## config.mk

```make
export PLATFORM = sky130hd
export DESIGN_NAME = shift_tick_sched
export DESIGN_NICKNAME = d
export VERILOG_FILES = /design/src/rtl/shift_sched_pkg.sv /design/src/rtl/tick_timer.sv /design/src/rtl/shift_tick_sched.sv
export SDC_FILE = /design/constraint.sdc
export NUM_CORES = 1
export LEC_CHECK = 0
export BUFFER_PORTS_ARGS = -buffer_cell sky130_fd_sc_hd__buf_2
export CORE_UTILIZATION = 35
export CTS_CLUSTER_DIAMETER = 50
export DETAILED_ROUTE_END_ITERATION = 8
export GPL_TIMING_DRIVEN = 0
export SLEW_MARGIN = 20
export SYNTH_ARGS = -nofsm -noshare
export SYNTH_HDL_FRONTEND = slang
export SYNTH_HIERARCHICAL = 1
export SYNTH_SLANG_ARGS = --single-unit
```

## constraint.sdc

```tcl
create_clock -name clk -period 4 [get_ports clk]
set_input_delay 0.6 -clock clk [delete_from_list [all_inputs] [get_ports clk]]
set_output_delay 0.6 -clock clk [all_outputs]
set_load 0.005 [all_outputs]
```

## src/rtl/shift_sched_pkg.sv

```systemverilog
// Shared types and defaults for the shift-enable scheduler.
// Op encoding, FSM states and default widths.
package shift_sched_pkg;

  localparam int CNT_W_DEF = 4;
  localparam int LEN_W_DEF = 7;

  typedef enum logic [1:0] {
    OP_STOP  = 2'b00,
    OP_RUN   = 2'b01,
    OP_BURST = 2'b10,
    OP_FLUSH = 2'b11
  } op_e;

  typedef enum logic [1:0] {
    S_IDLE  = 2'b00,
    S_RUN   = 2'b01,
    S_BURST = 2'b10,
    S_FLUSH = 2'b11
  } state_e;

endpackage

```

## src/rtl/tick_timer.sv

```systemverilog
// Loadable period down-counter with zero flag.
// Reloads the latched period automatically when it hits zero.
module tick_timer
  import shift_sched_pkg::*;
#(
  parameter int CNT_W = CNT_W_DEF
) (
  input  logic             clk,
  input  logic             rst_n,
  input  logic             load,
  input  logic [CNT_W-1:0] load_val,
  input  logic             en,
  output logic             zero
);

  logic [CNT_W-1:0] cnt;
  logic [CNT_W-1:0] period;

  assign zero = (cnt == '0);

  always_ff @(posedge clk or negedge rst_n) begin
    if (!rst_n) begin
      cnt    <= '0;
      period <= '0;
    end else if (load) begin
      cnt    <= load_val;
      period <= load_val;
    end else if (en) begin
      cnt <= zero ? period : cnt - 1'b1;
    end
  end

endmodule

```

## src/rtl/shift_tick_sched.sv

```systemverilog
// Shift-enable scheduler: free-run, burst, flush and stop
// commands over a valid/ready port drive a DEPTH-stage chain.
module shift_tick_sched
  import shift_sched_pkg::*;
#(
  parameter int CNT_W = CNT_W_DEF,
  parameter int DEPTH = 100,
  parameter int LEN_W = LEN_W_DEF
) (
  input  logic             clk,
  input  logic             rst_n,
  input  logic             cmd_valid,
  output logic             cmd_ready,
  input  logic [1:0]       cmd_op,
  input  logic [CNT_W-1:0] cmd_period,
  input  logic [LEN_W-1:0] cmd_len,
  output logic             shift_en,
  output logic             flush,
  output logic             busy,
  output logic             done,
  output logic [LEN_W-1:0] tick_cnt
);

  localparam logic [LEN_W-1:0] ONE  = LEN_W'(1);
  localparam logic [LEN_W-1:0] LAST = LEN_W'(DEPTH - 1);

  state_e           state;
  op_e              op;
  logic [LEN_W-1:0] len_q;
  logic             done_q;
  logic             zero_pend;
  logic             accept;
  logic             timed;
  logic             zero;
  logic             tick;

  assign op        = op_e'(cmd_op);
  assign cmd_ready = (state == S_IDLE) || (state == S_RUN);
  assign accept    = cmd_valid && cmd_ready;
  assign timed     = (state == S_RUN) || (state == S_BURST);
  assign tick      = timed && zero;
  assign shift_en  = tick || (state == S_FLUSH);
  assign flush     = (state == S_FLUSH);
  assign busy      = (state != S_IDLE);
  assign done      = done_q;

  tick_timer #(.CNT_W(CNT_W)) u_timer (
    .clk      (clk),
    .rst_n    (rst_n),
    .load     (accept),
    .load_val (cmd_period),
    .en       (timed),
    .zero     (zero)
  );

  always_ff @(posedge clk or negedge rst_n) begin
    if (!rst_n) begin
      state     <= S_IDLE;
      tick_cnt  <= '0;
      len_q     <= '0;
      done_q    <= 1'b0;
      zero_pend <= 1'b0;
    end else begin
      // A zero-length burst reports done one cycle after accept.
      done_q    <= zero_pend;
      zero_pend <= 1'b0;
      if (accept) begin
        tick_cnt <= '0;
        len_q    <= cmd_len;
        unique case (1'b1)
          (op == OP_STOP):  state <= S_IDLE;
          (op == OP_RUN):   state <= S_RUN;
          (op == OP_FLUSH): state <= S_FLUSH;
          (op == OP_BURST): begin
            if (cmd_len == '0) begin
              state     <= S_IDLE;
              zero_pend <= 1'b1;
            end else begin
              state <= S_BURST;
            end
          end
        endcase
      end else begin
        unique case (1'b1)
          (state == S_RUN): begin
            if (tick) tick_cnt <= tick_cnt + ONE;
          end
          (state == S_BURST): begin
            if (tick) begin
              tick_cnt <= tick_cnt + ONE;
              if (tick_cnt + ONE == len_q) begin
                state  <= S_IDLE;
                done_q <= 1'b1;
              end
            end
          end
          (state == S_FLUSH): begin
            tick_cnt <= tick_cnt + ONE;
            if (tick_cnt == LAST) begin
              state  <= S_IDLE;
              done_q <= 1'b1;
            end
          end
          default: ;
        endcase
      end
    end
  end

endmodule

```

; Word-level counts from Yosys, hierarchy flattened
; Index checks and enable logic that the tools add are counted.
[totals]
register_bits = 26
inputBits = 16
output_inout_bits = 12
[classes]
n_addsub = 2
n_eq_ne = 12
mux = 21
n_reduce_logical = 16
[op_table]
columns = op, count
row1 = 7-bit 2-to-1 mux, 2
row2 = 7-bit case mux with 2 select lines, 1
row3 = 4-bit 2-to-1 mux, 3
row4 = 2-bit 2-to-1 mux, 5
row5 = 2-bit equality test (second input constant), 4
row6 = 2-bit case mux with 4 select lines, 1
row7 = 7-bit by 1-bit adder with 7-bit output (second input constant), 1
row8 = 7-bit equality test, 1
row9 = 7-bit equality test (second input constant), 1
row10 = 7-bit zero test, 1
row11 = 1-bit 2-to-1 mux, 7
row12 = 3-bit by 1-bit != test with 1-bit output (second input constant), 2
row13 = 3-bit nonzero test, 2
row14 = 2-bit by 1-bit equality test with 1-bit output (second input constant), 2
row15 = 2-bit zero test, 2
row16 = 4-bit zero test, 1
row17 = 2-bit case mux with 2 select lines, 1
row18 = 4-bit AND reduction, 1
row19 = 2-bit nonzero test, 2
row20 = 4-bit by 1-bit subtractor with 4-bit output (second input constant), 1
row21 = 1-bit logical OR, 3
row22 = 3-bit by 2-bit != test with 1-bit output (second input constant), 1
row23 = 3-bit != test (second input constant), 1
row24 = 1-bit logical AND, 2
row25 = other kinds (3), 3

; Depth between registers and ports, before layout
; Gate-level depths: netlist of the first run.
[depth]
ltp_word = 6
ltp_mapped = 10

; Cells and area by module
; Netlist of the first run, hierarchy kept.
[modules_own_cells]
columns = module, n_inst, cells_each, area_per_inst_um2
row1 = shift_tick_sched, 1, 120, 1091.0
row2 = tick_timer, 1, 43, 422.9

; Least setup slack after synthesis of the first run
; Ideal clock, no wire load.
[synth_path]
kind = reg2reg
startpoint = register state[1]
endpoint = register u_timer.period[2]
setup_ps = 125
arrival_time_ps = 2140
t_required_ps = 3875
setup_slack_ps = 1735
path_stages_with_launch = 9
path_buffers = 2
synth_period_minus_slack_ps = 2265
cell_sequence = dfrtp_1 inv_1 ha_1 or2_2 nand2_1 clkinv_1 clkbuf_1 clkbuf_1 mux2_2
[synth_between]
elab_chain_cells = 3
elab_cells_between_ends = 4
[synth_lines]
columns = element, line
row1 = "start, declared", shift_tick_sched.sv:27  ; state_e state;
row2 = "start signal, assigned", shift_tick_sched.sv:58  ; state <= S_IDLE;
row3 = "start signal, assigned", shift_tick_sched.sv:71  ; (op == OP_STOP): state <= S_IDLE;
row4 = "start signal, assigned", shift_tick_sched.sv:72  ; (op == OP_RUN): state <= S_RUN;
row5 = 2-bit by 1-bit equality test with 1-bit output or 2-bit zero test (tied branches), shift_tick_sched.sv:38  ; assign cmd_ready = (state == S_IDLE) || (state == S_RUN);
row6 = 1-bit logical OR *, shift_tick_sched.sv:38
row7 = named net cmd_ready, shift_tick_sched.sv:13  ; output logic cmd_ready,
row8 = 1-bit logical AND *, shift_tick_sched.sv:39  ; assign accept = cmd_valid && cmd_ready;
row9 = named net accept, shift_tick_sched.sv:32  ; logic accept;
row10 = "end signal, assigned", tick_timer.sv:27  ; period <= load_val;
row11 = "end, declared", tick_timer.sv:17  ; logic [CNT_W-1:0] period;
; Mark *: on every way through the listed nets, which the timed path passes. The rest lies on a longest branch.
; A chain may end at the register's enable or synchronous reset.

; Worst setup path after layout of the first run
[layout_path]
startpoint = register state[0]
endpoint = register u_timer.cnt[3]
[layout_between]
elab_chain_cells = 4
elab_cells_between_ends = 8
[layout_lines]
columns = element, line
row1 = 2-bit by 1-bit equality test with 1-bit output or 2-bit zero test (tied branches), shift_tick_sched.sv:38
row2 = 1-bit logical OR *, shift_tick_sched.sv:38
row3 = 1-bit logical AND *, shift_tick_sched.sv:39
row4 = named net accept, shift_tick_sched.sv:32
row5 = 4-bit 2-to-1 mux or 2-bit nonzero test (tied branches), n/a
row6 = "end signal, assigned", tick_timer.sv:26  ; cnt <= load_val;
row7 = "end signal, assigned", tick_timer.sv:29  ; cnt <= zero ? period : cnt - 1'b1;
row8 = "end, declared", tick_timer.sv:16  ; logic [CNT_W-1:0] cnt;
; Marked as above.

==> results by group, run 1 <==
Die
  – Core area: 4090 um2
  – Die area: 4590 um2
  – Cell row count: 23
  – # IOs: 28
  – Die Ht: 67.8 um
  – Initial Util: 0.370
  – Die width: 67.8 um

Synthesis
  – Top_reg_cell synth: dfrtp_1
  – Synth area leader: dfrtp_1
  – Post-synth EDFFs: 0
  – Synth warn: 6
  – Yosys reg bits: 26
  – Synth unique cells: 42
  – Syn Nets: 186
  – Register area share after synthesis: 0.430
  – Area contributors post-synth: dfrtp_1, nand2_1, ha_1
  – Mapped cell area: 1510 um2
  – Average size of a mapped cell: 9.29 um2
  – Most common cell in the netlist: nand2_1
  – Area share of the largest cell type after synthesis: 0.430
  – Commonest cells post-synth: nand2_1, dfrtp_1, inv_1
  – Asr flop ratio synth: 1.00
  – Cells after Synth: 163

Timing
  – Slew Viols, Final: 0
  – Final Hold Viols: 0
  – Period Utilization, post-route: 0.709
  – F_max: 353 MHz
  – Slew HR: 0.586
  – Final setup violation count: 0
  – Setup TNS: 0 ns
  – Setup Skew: 0.00602 ns
  – RSZ-0062 raised after global routing: no
  – Slew @ Worst Pin: 0.621 ns
  – Minimum clock period: 2.84 ns

Pwr
  – Peak supply drop: 0.000155 V
  – Power Total: 497 uW
  – PD cells: 279 nW/um2
  – Static Leak: 0.816 nW

Clock tree
  – CTS tree: built
  – Clk_lat worst skew: 0.27 ns
  – Max Root-Sink Buffers: 2
  – Sink Count: 26
  – Post-CTS resize count: 0
  – CTS Buf Count: 3
  – H-tree depth: 1
  – # Post-CTS Setup Buffers: 0
  – Cts hold-fix bufs: 0
  – Clock transition at path regs: 0.10 ns
  – Clk root buf: clkbuf_8

Layout
  – Final #Nets: 218
  – N_diodes: 0
  – Sequential standard cell area: 651 um2
  – Post-route cell area: 1780 um2
  – Synth-to-layout area growth: 17.8%
  – Area taken by multi-input logic gates: 803 um2
  – Layout fillers: 416
  – Share of layout cells above drive strength 1: 0.216

Place
  – Post-DP Area: 1710 um2
  – DP HPWL: 2350 um
  – PortBufs: 27
  – Final GP Congestion: 0.783

GRT
  – Initial antenna violation count: 0
  – Number of global-route vias before repair: 1141
  – Global-route usage over all layers: 0.157
  – Largest net degree at the start of global routing: 27
  – Gr ovfl total: 0
  – Global-route wire length before repair: 5330 um

Worst setup path
  – Reg2reg start: state[0]
  – Reg2reg end: u_timer/cnt[3]
  – CP arrival: 2.99 ns
  – Startpoint Class: flip-flop
  – Worst Path Required: 4.15 ns
  – R2R Setup Slk: 1.16 ns
  – Class of the most critical setup path: flip-flop to flip-flop
  – Element type at the critical path end: flip-flop
  – Crit Path Max Fanout: 12
  – Worst reg-to-reg path cell count: 10

Detailed routing
  – DRC Markers: 0
  – DR pass1 iterations: 4
  – Routed Antenna Nets: 0
  – Total wire length: 3100 um
  – Drt first-iter violations: 48
  – Drt via density: 5.02
  – WL/cell: 12.7 um
  – Vias: 1226

Run status
  – Outcome: completed

Job
  – Max-cap violations: 0

Worst hold path
  – Hold Path Class: primary input to async pin
critical path: stages, from the launching register on:
cell and delay [ns]:
dfrtp_1 0.41, inv_1 0.16, ha_1 0.25, or2_2 0.14, nand2_1 0.21, clkinv_1 0.23
clkbuf_1 0.51, clkbuf_1 0.41, inv_1 0.15, o311ai_0 0.13, nand3_1 0.11
layout by cell type (no fill, tap or decap), types with 3 or more instances in the layout:
master / count
buf_2: 27
nor2_1: 8
dfrtp_1: 26
o21ai_0: 6
or3_1: 5
nor4_1: 3
ha_1: 7
inv_1: 11
nand3_1: 6
mux2i_1: 3
clkbuf_8: 3
xnor2_1: 9
nand2_1: 38
xor2_1: 3
a21oi_1: 6
sequential cells by signal (all words and copies together) (netlist names):
register	cells
tick_cnt	7
done	1
zero_pend	1
u_timer/cnt	4
len_q	7
state	2
u_timer/period	4
how the worst max path moves through the flow:
stage | start | endpoint | slack, ns | cells past startpoint
2_1_floorplan | state[1] | u_timer/period[2] | 1.73 | 8
3_3_place_gp | state[1] | u_timer/cnt[3] | 1.16 | 10
3_5_place_dp | state[0] | u_timer/cnt[3] | 1.17 | 10
4_1_cts | state[0] | u_timer/cnt[3] | 1.17 | 10
5_1_grt | state[1] | u_timer/cnt[3] | 0.86 | 10
6_report | state[0] | u_timer/cnt[3] | 1.16 | 10
through the flow:
step           instances  hold slack [ns]  setup slack, ns  utilization
2_1_floorplan        163            0.304             1.73            -
3_3_place_gp         240            0.425             1.16        0.419
3_5_place_dp         240            0.420             1.17        0.419
4_1_cts              244            0.334             1.17        0.436
5_1_grt              244            0.359            0.860        0.436
6_report             244            0.307             1.16        0.436
layout make-up:
type	instances	share of cell area
Clock buffer	3	0.0232
Sequential cell	26	0.365
Clock inverter	1	0.0168
Multi-Input combinational cell	122	0.451
Buffer	3	0.00842
Timing Repair Buffer	27	0.0758
Inverter	12	0.0253
Tap cell	50	0.0351
power by group:
group | internal [mW] | switching, mW
sequential | 0.263 | 0
combinational | 0.00578 | 0.00859
clock | 0.134 | 0.0859
total | 0.402 | 0.0945
logic make-up (layout without fill, tap and decap cells):
| group | count (synthesis) | in the layout | share of synthesized area |
|---|---|---|---|
| buf+inv | 15 | 46 | 0.0397 |
| xor+xnor | 12 | 12 | 0.0694 |
| compound gates | 27 | 27 | 0.137 |
| flops | 26 | 26 | 0.430 |
| fa+ha+maj | 7 | 7 | 0.0578 |
| mux | 5 | 5 | 0.0347 |
| simple gates | 71 | 71 | 0.231 |
routing by layer:
metal | vias to the layer above | wire length [um] | track usage
li1 | 620 | - | -
met3 | 9 | 80 | 0.0203
met4 | 0 | 82 | 0.0729
met1 | 572 | 1610 | 0.216
met2 | 25 | 1320 | 0.241
met5 | - | 0 | 0
(Power assumes the default switching activity.)
==> run 2: changes to the inputs <==
==> constraint.sdc (replaced) <==
create_clock -name clk -period 2.35 [get_ports clk]
set_input_delay 0.3525 -clock clk [delete_from_list [all_inputs] [get_ports clk]]
set_output_delay 0.3525 -clock clk [all_outputs]
set_load 0.005 [all_outputs]
==> results by group, run 2 (synthesized netlist as in run 1, its figures left out) <==
Layout
  – Layout fillers: 415 (-0.24%)
  – Most frequent cells in the layout: nand2_1, buf_2, dfrtp_1, inv_1, xnor2_1
  – Final #Nets: 216 (-0.92%)
  – Final Core Density: 0.436 (unchanged)
  – Most common cell after layout, fill and taps aside: nand2_1
  – Post-route cell area: 1780 um2 (unchanged)
  – Synth-to-layout area growth: 17.8% (unchanged)
  – Largest regs: len_q (7), tick_cnt (7)
  – Layout Cells excl Fill: 242 (-0.82%)
  – N_diodes: 0 (unchanged)
  – Share of layout cells above drive strength 1: 0.229 (+0.0127)

Detailed routing
  – Drt first-iter violations: 46 (-4.2%)
  – DRC Markers: 0 (unchanged)
  – DR pass1 iterations: 4 (unchanged)
  – WL/cell: 12.7 um (about the same)
  – Vias: 1211 (-1.2%)
  – Drt via density: 5.00 (-0.41%)
  – Total wire length: 3070 um (-0.90%)
  – Routed Antenna Nets: 0 (unchanged)

Timing
  – Period Utilization, post-route: 0.891 (+0.182)
  – Final setup violation count: 0 (unchanged)
  – RSZ-0062 raised after global routing: no
  – Slew @ Worst Pin: 0.581 ns (-0.0396 ns)
  – Minimum clock period: 2.09 ns (-0.742 ns)
  – Final worst slack: 0.257 ns (-0.908 ns)
  – Setup TNS: 0 ns (unchanged)
  – Setup Skew: 0.0114 ns (+0.00539 ns)
  – F_max: 478 MHz (+35%)
  – Slew HR: 0.612 (+0.0264)
  – Slew Viols, Final: 0 (unchanged)
  – Final Hold Viols: 0 (unchanged)

GRT
  – Global-route wire length before repair: 5310 um (-0.38%)
  – Number of global-route vias before repair: 1145 (+0.35%)
  – Largest net degree at the start of global routing: 27 (unchanged)
  – Gr ovfl total: 0 (unchanged)
  – Global-route usage over all layers: 0.156 (-0.000354)
  – Initial antenna violation count: 0 (unchanged)

Place
  – Post-DP Area: 1710 um2 (unchanged)
  – Pre-CTS setup slack: -0.476 ns (-1.65 ns)
  – PortBufs: 27 (unchanged)
  – Final GP Congestion: 0.783 (unchanged)
  – Post-Place Cells: 240 (unchanged)
  – DP HPWL: 2350 um (unchanged)

Worst setup path
  – CP arrival: 2.29 ns (-0.70 ns)
  – Crit Path Max Fanout: 5 (-7)
  – Worst Path Required: 2.55 ns (-1.60 ns)
  – Crit-path cells: ha_1 > xor2_1 > xnor2_1 > and4_1 > o311ai_2 > a221oi_4 > mux2i_1
  – Element type at the critical path end: flip-flop
  – Startpoint Class: flip-flop
  – Class of the most critical setup path: flip-flop to flip-flop
  – Slowest stage delay, CP: 0.48 ns (-0.03 ns)
  – Worst path slowest cell: dfrtp_1

Pwr
  – Peak supply drop: 0.000261 V (+69%)
  – PD cells: 475 nW/um2 (+71%)
  – Static Leak: 0.818 nW (+0.22%)

Die
  – Die Ht: 67.8 um (unchanged)
  – Die width: 67.8 um (unchanged)
  – Die area: 4590 um2 (unchanged)
  – Cell row count: 23 (unchanged)
  – Initial Util: 0.370 (unchanged)
  – Core area: 4090 um2 (unchanged)
  – # IOs: 28 (unchanged)

Job
  – Max-cap violations: 0 (unchanged)

Worst hold path
  – Hold Path Class: primary input to async pin

Clock tree
  – CTS tree: built
  – Clk_lat worst skew: 0.28 ns (about the same)
  – Sink Count: 26 (unchanged)
  – CTS Buf Count: 3 (unchanged)
  – Clk root buf: clkbuf_8
  – # Post-CTS Setup Buffers: 0 (unchanged)
  – H-tree depth: 1 (unchanged)
  – Clock transition at path regs: 0.10 ns (about the same)
  – Max Root-Sink Buffers: 2 (unchanged)

Run status
  – Outcome: completed
==> run 2: cell types whose count changed in the layout (fill, tap and decap cells not counted) <==
cell and delta:
clkbuf_1 -2, clkinv_1 -1, clkinv_4 +1, nand2_1 -1, nand2_2 +1
==> run 2: final timing paths <==
kind | startpoint | end | slack (ns) | depth (start not counted)
setup / recovery | tick_cnt[0] | state[1] | 0.26 | 7
hold / removal | rst_n | tick_cnt[5] | 0.06 | 1
setup reg to reg | tick_cnt[0] | state[1] | 0.26 | 7
hold reg to reg | zero_pend | done | 0.45 | 1
max in group asynchronous | rst_n | u_timer/period[1] | 1.89 | 1
min in group clk | cmd_len[5] | len_q[5] | 0.28 | 3
==> run 2: metrics by stage <==
stage,hold slack [ns],total power [mW]
after floorplan,0.0569,0.457
after global placement,0.391,0.481
after detailed placement,0.396,0.482
after CTS,0.0870,0.859
after global routing,0.111,0.876
final,0.0581,0.847
==> run 2: critical path, delay by kind of cell (launching register included) <==
kind	cells	cell delay [ns]
simple gates	1	0.23
compound gates	2	0.48
xor+xnor	2	0.32
mux	1	0.21
fa+ha+maj	1	0.29
flops	1	0.48
==> run 2: routing by layer <==
metal | routed length, um | part of all wire | GRT usage | up-vias
met4 | 82 | 0.027 | 0.0729 | 0
met5 | 0 | 0 | 0 | -
li1 | - | - | - | 618
met2 | 1320 | 0.43 | 0.243 | 23
met3 | 74 | 0.024 | 0.0203 | 9
met1 | 1590 | 0.52 | 0.214 | 561
==> run 2: final cells by class <==
| type | instances | area, um2 | area share |
|---|---|---|---|
| multi-input combinational | 122 | 806 | 0.452 |
| sequential | 26 | 651 | 0.365 |
| timing repair buffer | 27 | 135 | 0.0758 |
| tap | 50 | 62.6 | 0.0351 |
| inverter | 12 | 50.0 | 0.0281 |
| clock buffer | 3 | 41.3 | 0.0232 |
| clock inverter | 1 | 30.0 | 0.0168 |
| buffer | 1 | 7.51 | 0.00421 |
==> run 2: what timing repair did <==
item                                    CTS  global route
gates resized for setup                   3             0
hold buffers                              0             0
endpoints found under the setup margin    8             2
==> run 2: report_power, final <==
group	leakage (nW)	internal, mW	switching, mW
logic	0.465	0.00990	0.0151
registers	0.317	0.447	0
clock network	0.0357	0.228	0.147
==> run 3: changes to the inputs <==
==> constraint.sdc (replaced) <==
create_clock -name clk -period 2.1 [get_ports clk]
set_input_delay 0.315 -clock clk [delete_from_list [all_inputs] [get_ports clk]]
set_output_delay 0.315 -clock clk [all_outputs]
set_load 0.005 [all_outputs]
==> results by group, run 3 (synthesized netlist as in run 1, its figures left out) <==
Layout
  – Post-route cell area: 1900 um2 (+6.8%)
  – N_diodes: 0 (unchanged)
  – Most frequent cells in the layout: nand2_1, buf_2, dfrtp_1, inv_1
  – Share of layout cells above drive strength 1: 0.308 (+0.0793)
  – Most common cell after layout, fill and taps aside: nand2_1
  – Layout fillers: 421 (+1.4%)
  – Synth-to-layout area growth: 25.8%
  – Final Core Density: 0.466 (+0.0297)
  – Final #Nets: 225 (+4.2%)
  – Largest regs: len_q (7), tick_cnt (7)

Worst setup path
  – Crit Path Max Fanout: 5 (unchanged)
  – Crit-path cells: ha_2 > xor2_1 > xnor2_1 > and4_1 > o311ai_4 > a221oi_4 > mux2i_1
  – Element type at the critical path end: flip-flop
  – CP arrival: 2.19 ns (-0.10 ns)
  – Worst path slowest cell: dfrtp_2
  – Worst Path Required: 2.30 ns (-0.25 ns)
  – Startpoint Class: flip-flop
  – Slowest stage delay, CP: 0.42 ns (-0.06 ns)
  – Class of the most critical setup path: flip-flop to flip-flop

Timing
  – Minimum clock period: 1.98 ns (-0.109 ns)
  – Slew @ Worst Pin: 0.577 ns (-0.00426 ns)
  – Final Hold Viols: 0 (unchanged)
  – Period Utilization, post-route: 0.945 (+0.0543)
  – Final worst slack: 0.115 ns (-0.141 ns)
  – F_max: 504 MHz (+5.5%)
  – Final setup violation count: 0 (unchanged)
  – Setup TNS: 0 ns (unchanged)
  – Slew HR: 0.615 (+0.00284)
  – Slew Viols, Final: 0 (unchanged)
  – Setup Skew: 0.00371 ns (-0.00769 ns)

Die
  – Die Ht: 67.8 um (unchanged)
  – Die width: 67.8 um (unchanged)
  – Core area: 4090 um2 (unchanged)
  – # IOs: 28 (unchanged)
  – Initial Util: 0.370 (unchanged)
  – Die area: 4590 um2 (unchanged)
  – Cell row count: 23 (unchanged)

GRT
  – Grt peak-use layer: met2
  – Global-route usage over all layers: 0.162 (+0.00567)
  – Met2 Use GR: 0.260 (+0.0173)
  – Initial antenna violation count: 0 (unchanged)
  – Global-route wire length before repair: 5440 um (+2.5%)
  – Met1 Track Usage GR: 0.217 (+0.00313)
  – Number of global-route vias before repair: 1160 (+1.3%)
  – Gr ovfl total: 0 (unchanged)
  – Met3 Use GR: 0.0169 (-0.00338)
  – Largest net degree at the start of global routing: 27 (unchanged)

Detailed routing
  – Vias: 1247 (+3.0%)
  – DRC Markers: 0 (unchanged)
  – Total wire length: 3360 um (+9.4%)
  – WL/cell: 13.4 um (+5.4%)
  – Drt first-iter violations: 26 (-43%)
  – DR pass1 iterations: 4 (unchanged)
  – Drt via density: 4.97 (-0.72%)
  – Routed Antenna Nets: 0 (unchanged)

Clock tree
  – Clk_lat worst skew: 0.27 ns (about the same)
  – H-tree depth: 1 (unchanged)
  – Sink Count: 26 (unchanged)
  – Max Root-Sink Buffers: 2 (unchanged)
  – Clock transition at path regs: 0.09 ns (about the same)
  – CTS Buf Count: 3 (unchanged)
  – Clk root buf: clkbuf_8
  – CTS tree: built

Job
  – Max-cap violations: 0 (unchanged)

Pwr
  – Power Total: 945 uW (+12%)
  – Peak supply drop: 0.000248 V (-5.2%)
  – PD cells: 496 nW/um2 (+4.4%)
  – Static Leak: 0.884 nW (+8.0%)

Place
  – DP HPWL: 2340 um (-0.24%)
  – Pre-CTS setup slack: -0.388 ns (+0.0885 ns)
  – Post-DP Area: 1720 um2 (+0.29%)
  – PortBufs: 27 (unchanged)
  – Final GP Congestion: 0.805 (+2.9%)

Worst hold path
  – Hold Path Class: primary input to async pin

Run status
  – Outcome: completed
-- run 3: layer usage --
layer | vias to the layer above | routed length, um
met3 | 4 | 90
met1 | 587 | 1620
met2 | 22 | 1590
met4 | 0 | 53
li1 | 634 | -
met5 | - | 0
-- run 3: per-stage QoR --
step | hold WS, ns | std cells
2_1_floorplan | 0.0194 | 163
3_3_place_gp | 0.355 | 240
3_5_place_dp | 0.351 | 240
4_1_cts | 0.0417 | 244
5_1_grt | 0.0684 | 251
6_report | 0.0272 | 251
-- run 3: power by group --
part           switching (mW)  internal (mW)  total [mW]  leakage, nW
combinational          0.0177         0.0113      0.0290        0.534
sequential                  0          0.500       0.500        0.314
clock                   0.161          0.255       0.416       0.0357
total                   0.179          0.766       0.945        0.884
-- run 3: what timing repair did --
action	in CTS	in global routing
hold buffers	0	0
gates resized for setup	5	11
gates cloned	1	0
pin swaps	0	6
setup buffers	0	7
setup endpoints to repair	11	12
-- run 3: final timing paths --
path | start | endpoint | slack (ns) | depth (start not counted)
max | tick_cnt[0] | state[0] | 0.12 | 7
min | rst_n | u_timer/cnt[1] | 0.03 | 1
max reg2reg | tick_cnt[0] | state[0] | 0.12 | 7
min reg2reg | zero_pend | done | 0.44 | 1
max in group asynchronous | rst_n | tick_cnt[0] | 1.66 | 1
min in group clk | cmd_len[5] | len_q[5] | 0.25 | 3
-- run 3: cell type report --
type | instances | area, um2 | area share
timing repair inverter | 1 | 5.00 | 0.00263
multi-input combinational | 122 | 862 | 0.453
timing repair buffer | 34 | 188 | 0.0986
clock buffer | 3 | 41.3 | 0.0217
inverter | 12 | 50.0 | 0.0263
sequential | 26 | 653 | 0.343
buffer | 2 | 12.5 | 0.00657
clock inverter | 1 | 30.0 | 0.0158
tap | 50 | 62.6 | 0.0329
-- run 3: critical path: cells and delay by family (launching register included) --
family	cells	cell delay (ns)
flip-flops	1	0.42
XOR/XNOR	2	0.31
adder cells (fa/ha/maj)	1	0.25
AO/OA/AOI/OAI	2	0.47
multiplexers	1	0.21
AND/OR/NAND/NOR	1	0.25
